File: config.mk
export PLATFORM = sky130hd
export DESIGN_NAME = leb128_gather
export DESIGN_NICKNAME = d
export VERILOG_FILES = /design/src/rtl/leb128_gather.sv
export SDC_FILE = /design/constraint.sdc
export NUM_CORES = 1
export LEC_CHECK = 0
export ABC_AREA = 1
export CELL_PAD_IN_SITES_DETAIL_PLACEMENT = 0
export CELL_PAD_IN_SITES_GLOBAL_PLACEMENT = 1
export CORE_ASPECT_RATIO = 1.5
export CORE_MARGIN = 10
export CORE_UTILIZATION = 30
export CTS_CLUSTER_DIAMETER = 200
export DETAILED_ROUTE_END_ITERATION = 12
export GPL_TIMING_DRIVEN = 0
export MAX_ROUTING_LAYER = met4
export PLACE_DENSITY_LB_ADDON = 0.15
export SKIP_LAST_GASP = 1
export SLEW_MARGIN = 0
export SYNTH_ARGS = -nofsm -noshare
export SYNTH_HDL_FRONTEND = slang
export SYNTH_SLANG_ARGS = --single-unit
File: constraint.sdc
create_clock -name clk -period 1.8 [get_ports clk]
set_input_delay 0.18 -clock clk [delete_from_list [all_inputs] [get_ports clk]]
set_output_delay 0.18 -clock clk [all_outputs]
set_load 0.03 [all_outputs]
File: src/rtl/leb128_gather.sv
// leb128_gather: gathers the bytes of one LEB128-encoded value into a fixed
// window so a downstream unsigned unpacker can decode the whole value at once.
// Byte k of a frame lands at m_data[8k +: 8], where m_data[8k] is the
// continuation bit of that byte.
// Optional feature macro: LEB128_GATHER_OVF_EN. When it is defined, an
// over-long value is flagged with m_err and its remaining bytes are drained.
// When it is not defined, an over-long value is cut into separate frames.
module leb128_gather #(
  parameter int N = 64,
  localparam int MB = N / 7 + 1,
  localparam int M = MB * 8,
  localparam int LW = (MB > 1) ? $clog2(MB) : 1
) (
  input  logic          clk,
  input  logic          rst_n,
  input  logic [7:0]    s_data,
  input  logic          s_valid,
  output logic          s_ready,
  output logic [0:M-1]  m_data,
  output logic [LW-1:0] m_len,
  output logic          m_err,
  output logic          m_valid,
  input  logic          m_ready
);

  typedef enum logic [1:0] {
    COLLECT = 2'd0,
    HOLD    = 2'd1,
    DRAIN   = 2'd2
  } state_e;

  state_e        state_q, state_d;
  logic [LW-1:0] cnt_q, cnt_d;
  logic [0:M-1]  win_q, win_d;
  logic [LW-1:0] len_q, len_d;
  logic          err_q, err_d;
  logic          valid_q, valid_d;
  logic          rdy_q, rdy_d;
  logic          acc_s;

  // Input acceptance is qualified by the registered ready, which is a pure
  // function of state and therefore has no path from m_ready.
  assign acc_s = s_valid & rdy_q;

  // Next-state logic for the frame collector.
  always_comb begin
    state_d = state_q;
    cnt_d   = cnt_q;
    win_d   = win_q;
    len_d   = len_q;
    err_d   = err_q;
    valid_d = valid_q;
    case (state_q)
      COLLECT: begin
        if (acc_s) begin
          for (int k = 0; k < MB; k++) begin
            if (cnt_q == LW'(k)) begin
              win_d[8*k +: 8] = s_data;
            end else begin
              win_d[8*k +: 8] = win_q[8*k +: 8];
            end
          end
          if (!s_data[7]) begin
            // Terminator byte: publish the frame on the next edge.
            state_d = HOLD;
            len_d   = cnt_q;
            valid_d = 1'b1;
          end else if (cnt_q == LW'(MB - 1)) begin
            // Window full and the value still continues.
`ifdef LEB128_GATHER_OVF_EN
            state_d = DRAIN;
            len_d   = LW'(MB - 1);
            err_d   = 1'b1;
`else
            state_d = HOLD;
            len_d   = LW'(MB - 1);
            valid_d = 1'b1;
`endif
          end else begin
            cnt_d = cnt_q + LW'(1);
          end
        end else begin
          state_d = COLLECT;
        end
      end
      HOLD: begin
        if (valid_q && m_ready) begin
          // Frame consumed: clear the window so unwritten bytes read as zero.
          state_d = COLLECT;
          valid_d = 1'b0;
          win_d   = '0;
          cnt_d   = '0;
          err_d   = 1'b0;
        end else begin
          state_d = HOLD;
        end
      end
      DRAIN: begin
        // Excess bytes are dropped; the stored window is released at the
        // terminator.
        if (acc_s && !s_data[7]) begin
          state_d = HOLD;
          valid_d = 1'b1;
        end else begin
          state_d = DRAIN;
        end
      end
      default: begin
        state_d = COLLECT;
        cnt_d   = '0;
        win_d   = '0;
        len_d   = '0;
        err_d   = 1'b0;
        valid_d = 1'b0;
      end
    endcase
    rdy_d = (state_d != HOLD);
  end

  // State and output registers; ready stays low for the first cycle after reset.
  always_ff @(posedge clk or negedge rst_n) begin
    if (!rst_n) begin
      state_q <= COLLECT;
      cnt_q   <= '0;
      win_q   <= '0;
      len_q   <= '0;
      err_q   <= 1'b0;
      valid_q <= 1'b0;
      rdy_q   <= 1'b0;
    end else begin
      state_q <= state_d;
      cnt_q   <= cnt_d;
      win_q   <= win_d;
      len_q   <= len_d;
      err_q   <= err_d;
      valid_q <= valid_d;
      rdy_q   <= rdy_d;
    end
  end

  assign s_ready = rdy_q;
  assign m_data  = win_q;
  assign m_len   = len_q;
  assign m_err   = err_q;
  assign m_valid = valid_q;

endmodule
=== Word level (Yosys, flattened, before mapping) ===
Index checks and enable logic that the tools add are counted.

* Register bits: 93
* Bits of input ports: 12
* Output and inout port bits: 87
* Word-level logic and storage cells: 105

* Add/subtract/negate cells: 1
* Equal/unequal tests: 28
* Mux-type cells: 35
* Bitwise operators: 4
* Reduce and logical (&&, ||, !) cells: 21

{| class="wikitable"
|+ Operators with widths
! operator !! count
|-
| one-hot mux 80 bit (3 select lines) || 1
|-
| two-way mux 80 bit || 2
|-
| two-way mux 8 bit || 10
|-
| AND reduction 4 bit || 11
|-
| inequality test 2 bit, second input constant || 15
|-
| two-way mux 4 bit || 7
|-
| == test 4 x 3 -> 1 bit, second input constant || 4
|-
| one-hot mux 4 bit (3 select lines) || 1
|-
| == test 4 x 2 -> 1 bit, second input constant || 2
|-
| == test 4 bit, second input constant || 2
|-
| two-way mux 2 bit || 4
|-
| one-hot mux 4 bit (2 select lines) || 1
|-
| two-way mux 1 bit || 6
|-
| one-hot mux 2 bit (3 select lines) || 1
|-
| AND reduction 5 bit || 1
|-
| adder 4 x 1 -> 4 bit, second input constant || 1
|-
| == test 4 x 1 -> 1 bit, second input constant || 1
|-
| logical NOT 4 bit || 1
|-
| OR reduction 2 bit || 2
|-
| inequality test 3 bit, second input constant || 1
|-
| NOT 1 bit || 3
|-
| one-hot mux 1 bit (3 select lines) || 1
|-
| AND reduction 3 bit || 1
|-
| == test 2 x 1 -> 1 bit, second input constant || 1
|-
| other kinds (8) || 9
|}

=== Longest topological paths before layout ===
Gate-level depths: netlist of run 1.

* Word-level depth: 6
* Mapped depth: 9
* Mapped depth without buffers: 8

=== Worst setup path before layout of run 1 ===
Ideal clock, no wire load.

* Path type: flip-flop to flip-flop
* From: register state_q[0]
* To: register win_q (netlist bit m_data[17])
* Library setup time: 123 ps
* Arrival time: 1358 ps
* Slack: 319 ps
* Cell stages (with the launch flop): 9
* Period minus slack after synthesis: 1481 ps
* Cell sequence: dfrtp_1 inv_1 ha_1 nand2_4 nand3_4 buf_6 buf_6 o21ai_0 nand2_1

* Word-level cells in the longest chain between the ends: 3
* Elaborated cells between the ends (all ways): 9
* Classes of those cells: eq/ne (5); mux (1); bitwise (1); reduce/logical (2)

{| class="wikitable"
|+ RTL lines
! what !! RTL line !! source
|-
| from (decl) || 32 || <nowiki>state_e state_q, state_d;</nowiki>
|-
| from (signal assigned) || 131 || <nowiki>state_q <= state_d;</nowiki>
|-
| == test 2 x 1 -> 1 bit, or another cell as far along || 53 || <nowiki>case (state_q)</nowiki>
|-
| inequality test 2 bit (no source line) / NOT 1 bit (equally long branches) || -- ||
|-
| AND reduction 4 bit (no source line) || -- ||
|-
| to (signal assigned) || 133 || <nowiki>win_q <= win_d;</nowiki>
|-
| to (decl) || 34 || <nowiki>logic [0:M-1] win_q, win_d;</nowiki>
|}

Several ways; a longest one is shown, not always the timed one.
A chain may end at the register's enable or synchronous reset.

=== Final worst setup path of run 1 ===
* From: register state_q[0]
* To: register win_q (netlist bit m_data[44])

Same word-level chain as after synthesis.

==> PnR_summary.wiki, run 1 <==
{| class="wikitable"
! Metric !! Value
|-
| Result of the run || finished, final reports clean
|-
| RR Startpoint || state_q[0]$_DFF_PN0_
|-
| Aggregate negative setup slack || 0 ns
|-
| Drt first-iter violations || 97
|-
| Worst hold path class || primary input to asynchronous set/reset pin
|-
| Ratio of cells with drive above 1 in the final layout || 12.2%
|-
| Startpoint type of the worst setup path || register
|-
| Portion of total power attributed to sequential cells || 27.5%
|-
| CTS Buffer Depth || 2
|-
| Clock skew || 0.00506 ns
|-
| TritonCTS clock tree || built
|-
| Total via count after detailed routing || 3540
|-
| Part of the power in combinational logic || 55.0%
|-
| Area of the die || 19500 sq um
|-
| Worst IR drop on VDD || 0.666 mV
|-
| Area of combinational cells with multiple inputs || 1720 sq um
|-
| Slowest stage cell on the critical path || sky130_fd_sc_hd__dfrtp_1
|-
| Post-layout utilization of the core || 41.9%
|-
| H-tree depth reported by CTS || 3
|-
| Ranking of synthesized cells by instance count || sky130_fd_sc_hd__nand2_1 (193), sky130_fd_sc_hd__dfrtp_1 (92), sky130_fd_sc_hd__nand3_1 (52)
|-
| Number of primary I/O pins || 99
|-
| Largest stage delay on the critical path || 0.40 ns
|-
| Final instance area || 5860 sq um
|-
| Int Pwr || 6.61 mW
|-
| Total of max-cap violations || 0
|-
| Via count of the first global-routing pass || 3656
|-
| Buffers and inverters on the worst path || 4
|-
| Clock Sinks || 92
|-
| Switching fraction of total power || 46.0%
|-
| Average instance area after synthesis || 8.96 sq um
|-
| Number of synthesized register bits || 92
|-
| Critical path required time || 2.08 ns
|-
| Clock Tree Root || sky130_fd_sc_hd__clkbuf_16
|-
| Async set-or-reset flop fraction in the synthesized netlist || 100%
|-
| Area share of the largest cell type after synthesis || 54.0%
|-
| Period utilisation layout || 93.1%
|-
| Total placed instance area || 5500 sq um
|-
| PD cells || 2090 nW/um^2
|-
| Capture instance of the worst register-to-register path || m_data[44]$_DFFE_PN0P_
|-
| Fill cell total of the finished layout || 1429
|-
| Final worst slack || 0.124 ns
|-
| Final number of setup-violating endpoints || 0
|-
| Fin cells || 783
|-
| Pre-antenna DRT Iters || 4
|-
| Residual DRC || 0
|-
| Register-to-register path setup slack || 0.12 ns
|-
| Gate Count Post-Synth || 476
|-
| Maximum number of pins on one net before global-route repair || 49
|-
| Measured slew at the worst slew-check pin || 0.614 ns
|-
| Fraction of power consumed by the clock network || 17.5%
|-
| Syn nets || 496
|-
| Worst path arrival time || 1.95 ns
|-
| Final weighted congestion in routability-driven placement || 0.796
|-
| Vias/cell || 4.52
|-
| Unrepaired setup endpoints after global routing || yes
|-
| Global-route wire length before repair || 20.3 mm
|-
| Achievable frequency || 0.597 GHz
|-
| Final Hold Fails || 0
|-
| Antenna violations before repair || 0
|-
| Post CTS Setup Buffer Count || 0
|-
| Biggest fanout along the worst timing path || 10
|-
| Remaining number of nets flagged by the antenna check after routing || 0
|-
| CTS clock-pin slew for the worst setup and hold paths || 0.06 ns
|-
| Antenna Diode Count || 0
|-
| Main area contributors after synthesis || sky130_fd_sc_hd__dfrtp_1 (54%), sky130_fd_sc_hd__nand2_1 (17%), sky130_fd_sc_hd__nand3_1 (6.1%), sky130_fd_sc_hd__o21ai_1 (3.3%), sky130_fd_sc_hd__buf_6 (2.6%)
|-
| Worst-case setup slack after placement || -0.0875 ns
|-
| Number of clock buffers inserted by TritonCTS || 9
|-
| Placed Instances || 766
|-
| Total number of placement rows || 53
|-
| Leakage dissipation || 2.87 nW
|-
| Overall power || 12.2 mW
|-
| Post-synthesis cell type count || 27
|-
| Initial Util || 30.5%
|-
| Cell area after technology mapping || 4270 sq um
|-
| Post-synth top area cell || sky130_fd_sc_hd__dfrtp_1
|-
| Worst setup EP type || register
|-
| Drt wl/cell || 16.2 um
|-
| Library cell with the highest instance count after synthesis || sky130_fd_sc_hd__nand2_1
|-
| Number of warnings printed during yosys synthesis || 0
|-
| Cell chain of the critical path || inv_1 > ha_1 > buf_6 > buf_6 > nand2_1 > inv_4 > nand3_1 > nand2_1
|-
| Family with the most delay on the worst path || buffers and inverters
|-
| DPL Wire Length || 9.32 mm
|-
| Die width || 117 um
|-
| Switching power summed over all nets || 5.62 mW
|-
| Core outline area || 14000 sq um
|-
| Global router's overall resource usage || 13.4%
|-
| Number of flops mapped to enable cells by yosys || 0
|-
| Insertion delay to the later sink of the worst-skew pair || 0.34 ns
|-
| GRT Residual Overflow || 0
|-
| Final nets || 606
|-
| Area occupied by registers || 2300 sq um
|-
| Slew Limit Headroom || 59.1%
|-
| Final worst hold slack || 0.382 ns
|-
| Number of cell instances on the worst register-to-register path || 8
|-
| Total wirelength of the detailed-routed design || 12.7 mm
|-
| Final critical-path required period || 1.68 ns
|-
| Sequential fraction of the synthesis area || 54.0%
|-
| Area growth from synthesis to layout || 37.4%
|-
| Port Buffers || 97
|-
| CP Class || register to register
|-
| Main flop type after synthesis || sky130_fd_sc_hd__dfrtp_1
|-
| Max-slew violations || 0
|-
| Die Height || 166 um
|}
## worst register-to-register path: cells and delay by family (launching register included)
| family | cells | cell delay (ns) |
|---|---|---|
| adder cells (fa/ha/maj) | 1 | 0.27 |
| buffers and inverters | 4 | 0.66 |
| flip-flops | 1 | 0.40 |
| AND/OR/NAND/NOR | 3 | 0.28 |
## sequential cells by signal, summed over array words and instances, names as in the netlist
| name | flops |
|---|---|
| m_data | 80 |
| m_valid | 1 |
| m_len | 4 |
| cnt_q | 4 |
| state_q | 2 |
| s_ready | 1 |
## power groups by stage
stage	combinational, mW	sequential, mW	clock (mW)
CTS	6.84	3.38	2.20
finish	6.73	3.36	2.14
floorplan	2.88	4.74	0
global placement	6.77	3.40	0
global route	7.32	3.45	2.29
detailed placement	6.82	3.42	0
## kinds of logic after synthesis
family	synth area share (%)
adders and majority gates	2.35
AOI/OAI and AO/OA	7.39
xor gates and xnor gates	0.205
buffers and inverters	5.60
and+or+nand+nor	30.4
DFF	54.0
other	0.0879
## worst max-delay path by stage
stage,to,cells after the start,start
2_1_floorplan,m_data[17]$_DFFE_PN0P_,8,state_q[0]$_DFF_PN0_
3_3_place_gp,m_data[15]$_DFFE_PN0P_,1,rst_n
3_5_place_dp,m_data[47]$_DFFE_PN0P_,7,state_q[0]$_DFF_PN0_
4_1_cts,m_data[44]$_DFFE_PN0P_,8,state_q[0]$_DFF_PN0_
5_1_grt,m_data[44]$_DFFE_PN0P_,8,state_q[0]$_DFF_PN0_
6_report,m_data[44]$_DFFE_PN0P_,8,state_q[0]$_DFF_PN0_
## cells in the final DEF, fill, tap and decap left out, drive strengths merged
cell type / netlist / routed
nand2: 207 / 207
clkdlybuf4s50: 0 / 96
dfrtp: 92 / 92
nand3: 57 / 57
o21ai: 47 / 47
inv: 23 / 23
buf: 15 / 17
clkbuf: 0 / 12
nor2: 12 / 12
ha: 8 / 8
a21oi: 7 / 7
bufinv: 0 / 3
nand4: 2 / 2
clkinv: 2 / 2
nand3b: 2 / 2
xnor2: 1 / 1
conb: 1 / 1
clkinvlp: 0 / 1
dlygate4sd3: 0 / 1
## final cells by class
| class | instances | area share (%) |
|---|---|---|
| plain buffers | 15 | 2.43 |
| clock buffers | 12 | 4.04 |
| clock inverters | 4 | 1.67 |
| inverters | 25 | 1.90 |
| multi-input cells | 344 | 29.4 |
| flip-flops and latches | 92 | 39.3 |
| well taps | 192 | 4.10 |
| repair buffers | 99 | 17.2 |
## routing by layer
metal	vias up	routed length (um)	track usage, %
met3	15	461	3.16
met5	-	0	-
met2	75	6720	23.6
li1	1751	-	-
met4	0	232	4.53
met1	1699	5240	14.5
## repair_timing
item,CTS,global route
hold buffers,1,0
resized for setup,2,9
hold endpoints to repair,44,0
endpoints found under the setup margin,20,43
No activity file was read; power rests on OpenSTA's default activity.
==> run 2: changes to the inputs <==
- PLACE_DENSITY: unset -> 0.76
- PLACE_DENSITY_LB_ADDON: 0.15 -> unset
==> run 2 against run 1 <==
Compared with the run above:
- critical path depth stayed put
- via count grew 1.6%
- maximum frequency up 0.45%
- total power decreased by 0.23%
- utilization is the same
- die area is the same
- critical path type unchanged
- sequential power about the same
- wire length grew 0.72%
- global-route usage hardly changed
==> PnR_summary.wiki, run 2 (synthesized netlist as in run 1, its figures left out) <==
{| class="wikitable"
! Metric !! Value
|-
| Result of the run || finished, final reports clean (unchanged)
|-
| Worst setup EP type || register (unchanged)
|-
| Antenna violations before repair || 0 (unchanged)
|-
| Port Buffers || 97 (unchanged)
|-
| Drt wl/cell || 16.3 um (was 16.2 um)
|-
| Total number of placement rows || 53 (unchanged)
|-
| Core outline area || 14000 sq um (unchanged)
|-
| Clock skew || 0.0108 ns (was 0.00506 ns)
|-
| Remaining number of nets flagged by the antenna check after routing || 0 (unchanged)
|-
| Capture instance of the worst register-to-register path || m_data[1]$_DFFE_PN0P_ (was m_data[44]$_DFFE_PN0P_)
|-
| Total of max-cap violations || 0 (unchanged)
|-
| Achievable frequency || 0.599 GHz (was 0.597 GHz)
|-
| Area of the die || 19500 sq um (unchanged)
|-
| Number of primary I/O pins || 99 (unchanged)
|-
| Leakage dissipation || 2.86 nW (was 2.87 nW)
|-
| Startpoint type of the worst setup path || register (unchanged)
|-
| Ratio of cells with drive above 1 in the final layout || 12.4% (was 12.2%)
|-
| Period utilisation layout || 92.7% (was 93.1%)
|-
| Critical path's most frequent cell || sky130_fd_sc_hd__buf_6
|-
| Slowest stage cell on the critical path || sky130_fd_sc_hd__dfrtp_1 (unchanged)
|-
| Largest stage delay on the critical path || 0.37 ns (was 0.40 ns)
|-
| Most frequent cells in the layout || sky130_fd_sc_hd__nand2_1 (193), sky130_fd_sc_hd__clkdlybuf4s50_1 (96), sky130_fd_sc_hd__dfrtp_1 (92) (unchanged)
|-
| Biggest fanout along the worst timing path || 10 (unchanged)
|-
| RR Startpoint || state_q[0]$_DFF_PN0_ (unchanged)
|-
| DPL Wire Length || 9.42 mm (was 9.32 mm)
|-
| Die width || 117 um (unchanged)
|-
| Worst IR drop on VDD || 0.734 mV (was 0.666 mV)
|-
| Final weighted congestion in routability-driven placement || 0.810 (was 0.796)
|-
| H-tree depth reported by CTS || 3 (unchanged)
|-
| Total wirelength of the detailed-routed design || 12.8 mm (was 12.7 mm)
|-
| Final critical-path required period || 1.67 ns (was 1.68 ns)
|-
| Clock Sinks || 92 (unchanged)
|-
| Die Height || 166 um (unchanged)
|-
| Initial Util || 30.5% (unchanged)
|-
| Worst-case setup slack after placement || 0.0445 ns (was -0.0875 ns)
|-
| Unrepaired setup endpoints after global routing || no (was yes)
|-
| CTS Buffer Depth || 2 (unchanged)
|-
| CP Class || register to register (unchanged)
|-
| Insertion delay to the later sink of the worst-skew pair || 0.34 ns (about the same)
|-
| Final worst hold slack || 0.306 ns (was 0.382 ns)
|-
| Number of clock buffers inserted by TritonCTS || 9 (unchanged)
|-
| Maximum number of pins on one net before global-route repair || 67 (was 49)
|-
| Global router's overall resource usage || 13.4% (about the same)
|-
| Clock Tree Root || sky130_fd_sc_hd__clkbuf_16 (unchanged)
|-
| Leading cell type in the layout, fill and taps excluded || sky130_fd_sc_hd__nand2_1 (unchanged)
|-
| Cell chain of the critical path || inv_1 > ha_1 > nand2_4 > nand3_4 > buf_6 > buf_6 > o21ai_0 > nand2_1 (was inv_1 > ha_1 > buf_6 > buf_6 > nand2_1 > inv_4 > nand3_1 > nand2_1)
|-
| Residual DRC || 0 (unchanged)
|-
| Vias/cell || 4.59 (was 4.52)
|-
| Max-slew violations || 0 (unchanged)
|-
| PD cells || 2080 nW/um^2 (was 2090 nW/um^2)
|-
| Global-route wire length before repair || 20.4 mm (was 20.3 mm)
|-
| Final worst slack || 0.131 ns (was 0.124 ns)
|-
| Pre-antenna DRT Iters || 5 (was 4)
|-
| Worst hold path class || primary input to asynchronous set/reset pin (unchanged)
|-
| Max reg flops || 80 (unchanged)
|-
| Final nets || 606 (unchanged)
|-
| Final Hold Fails || 0 (unchanged)
|-
| Final instance area || 5860 sq um (unchanged)
|-
| Number of cell instances on the worst register-to-register path || 8 (unchanged)
|-
| Antenna Diode Count || 0 (unchanged)
|-
| Total placed instance area || 5500 sq um (unchanged)
|-
| Total via count after detailed routing || 3597 (was 3540)
|-
| Worst path arrival time || 1.89 ns (was 1.95 ns)
|-
| TritonCTS clock tree || built (unchanged)
|-
| Final number of setup-violating endpoints || 0 (unchanged)
|-
| Via count of the first global-routing pass || 3639 (was 3656)
|-
| Critical path required time || 2.02 ns (was 2.08 ns)
|-
| Placed Instances || 766 (unchanged)
|-
| Area growth from synthesis to layout || 37.4% (unchanged)
|-
| CTS clock-pin slew for the worst setup and hold paths || 0.06 ns (about the same)
|-
| Fin cells || 783 (unchanged)
|-
| Drt first-iter violations || 193 (was 97)
|-
| Register-to-register path setup slack || 0.13 ns (was 0.12 ns)
|-
| GRT Residual Overflow || 0 (unchanged)
|}
run 2: routing by layer:
| metal | wire (um) | global-route usage, % |
|---|---|---|
| met4 | 265 | 5.24 |
| met5 | 0 | - |
| met3 | 396 | 2.52 |
| met2 | 6940 | 23.8 |
| met1 | 5150 | 14.4 |
run 2: critical path, delay by kind of cell, from the launching register on:
kind                       cells  cell delay (ns)
AOI/OAI and AO/OA              1             0.19
adders and majority gates      1             0.27
buffers and inverters          3             0.43
DFF                            1             0.37
and+or+nand+nor                3             0.30
run 2: repair_timing:
item,in CTS,in global routing
endpoints found under the setup margin,0,43
hold endpoints to repair,26,0
gates resized for setup,0,8
hold buffers,1,0
setup buffers,0,0
run 2: final cells by class:
type                            instances  area (sq um)
Fill cell                            1400          8130
Sequential cell                        92          2300
Multi-Input combinational cell        344          1720
Timing Repair Buffer                   99          1010
Clock buffer                           13           260
Tap cell                              192           240
Buffer                                 15           143
Inverter                               25           116
Clock inverter                          3          68.8
run 2: worst max-delay path by stage:
stage,start,endpoint,cells past startpoint
after global placement,rst_n,m_data[2]$_DFFE_PN0P_,1
after CTS,state_q[0]$_DFF_PN0_,m_data[38]$_DFFE_PN0P_,7
after detailed placement,state_q[0]$_DFF_PN0_,m_data[38]$_DFFE_PN0P_,7
after global routing,state_q[0]$_DFF_PN0_,m_data[1]$_DFFE_PN0P_,8
after floorplan,state_q[0]$_DFF_PN0_,m_data[17]$_DFFE_PN0P_,8
final,state_q[0]$_DFF_PN0_,m_data[1]$_DFFE_PN0P_,8
run 2: power by group:
group / switching (mW) / internal [mW]
clock: 0.777 / 1.30
combinational: 4.36 / 2.38
sequential: 0.516 / 2.87
total: 5.65 / 6.55
run 2: stage by stage:
| step | TNS, ns | utilization, % | power, mW |
|---|---|---|---|
| 6_report | 0 | 41.9 | 12.2 |
| 5_1_grt | 0 | 41.9 | 13.0 |
| 4_1_cts | 0 | 41.7 | 12.3 |
| 3_5_place_dp | 0 | 39.3 | 10.2 |
| 3_3_place_gp | -257.63 | 39.1 | 10.1 |
| 2_1_floorplan | 0 | - | 7.62 |
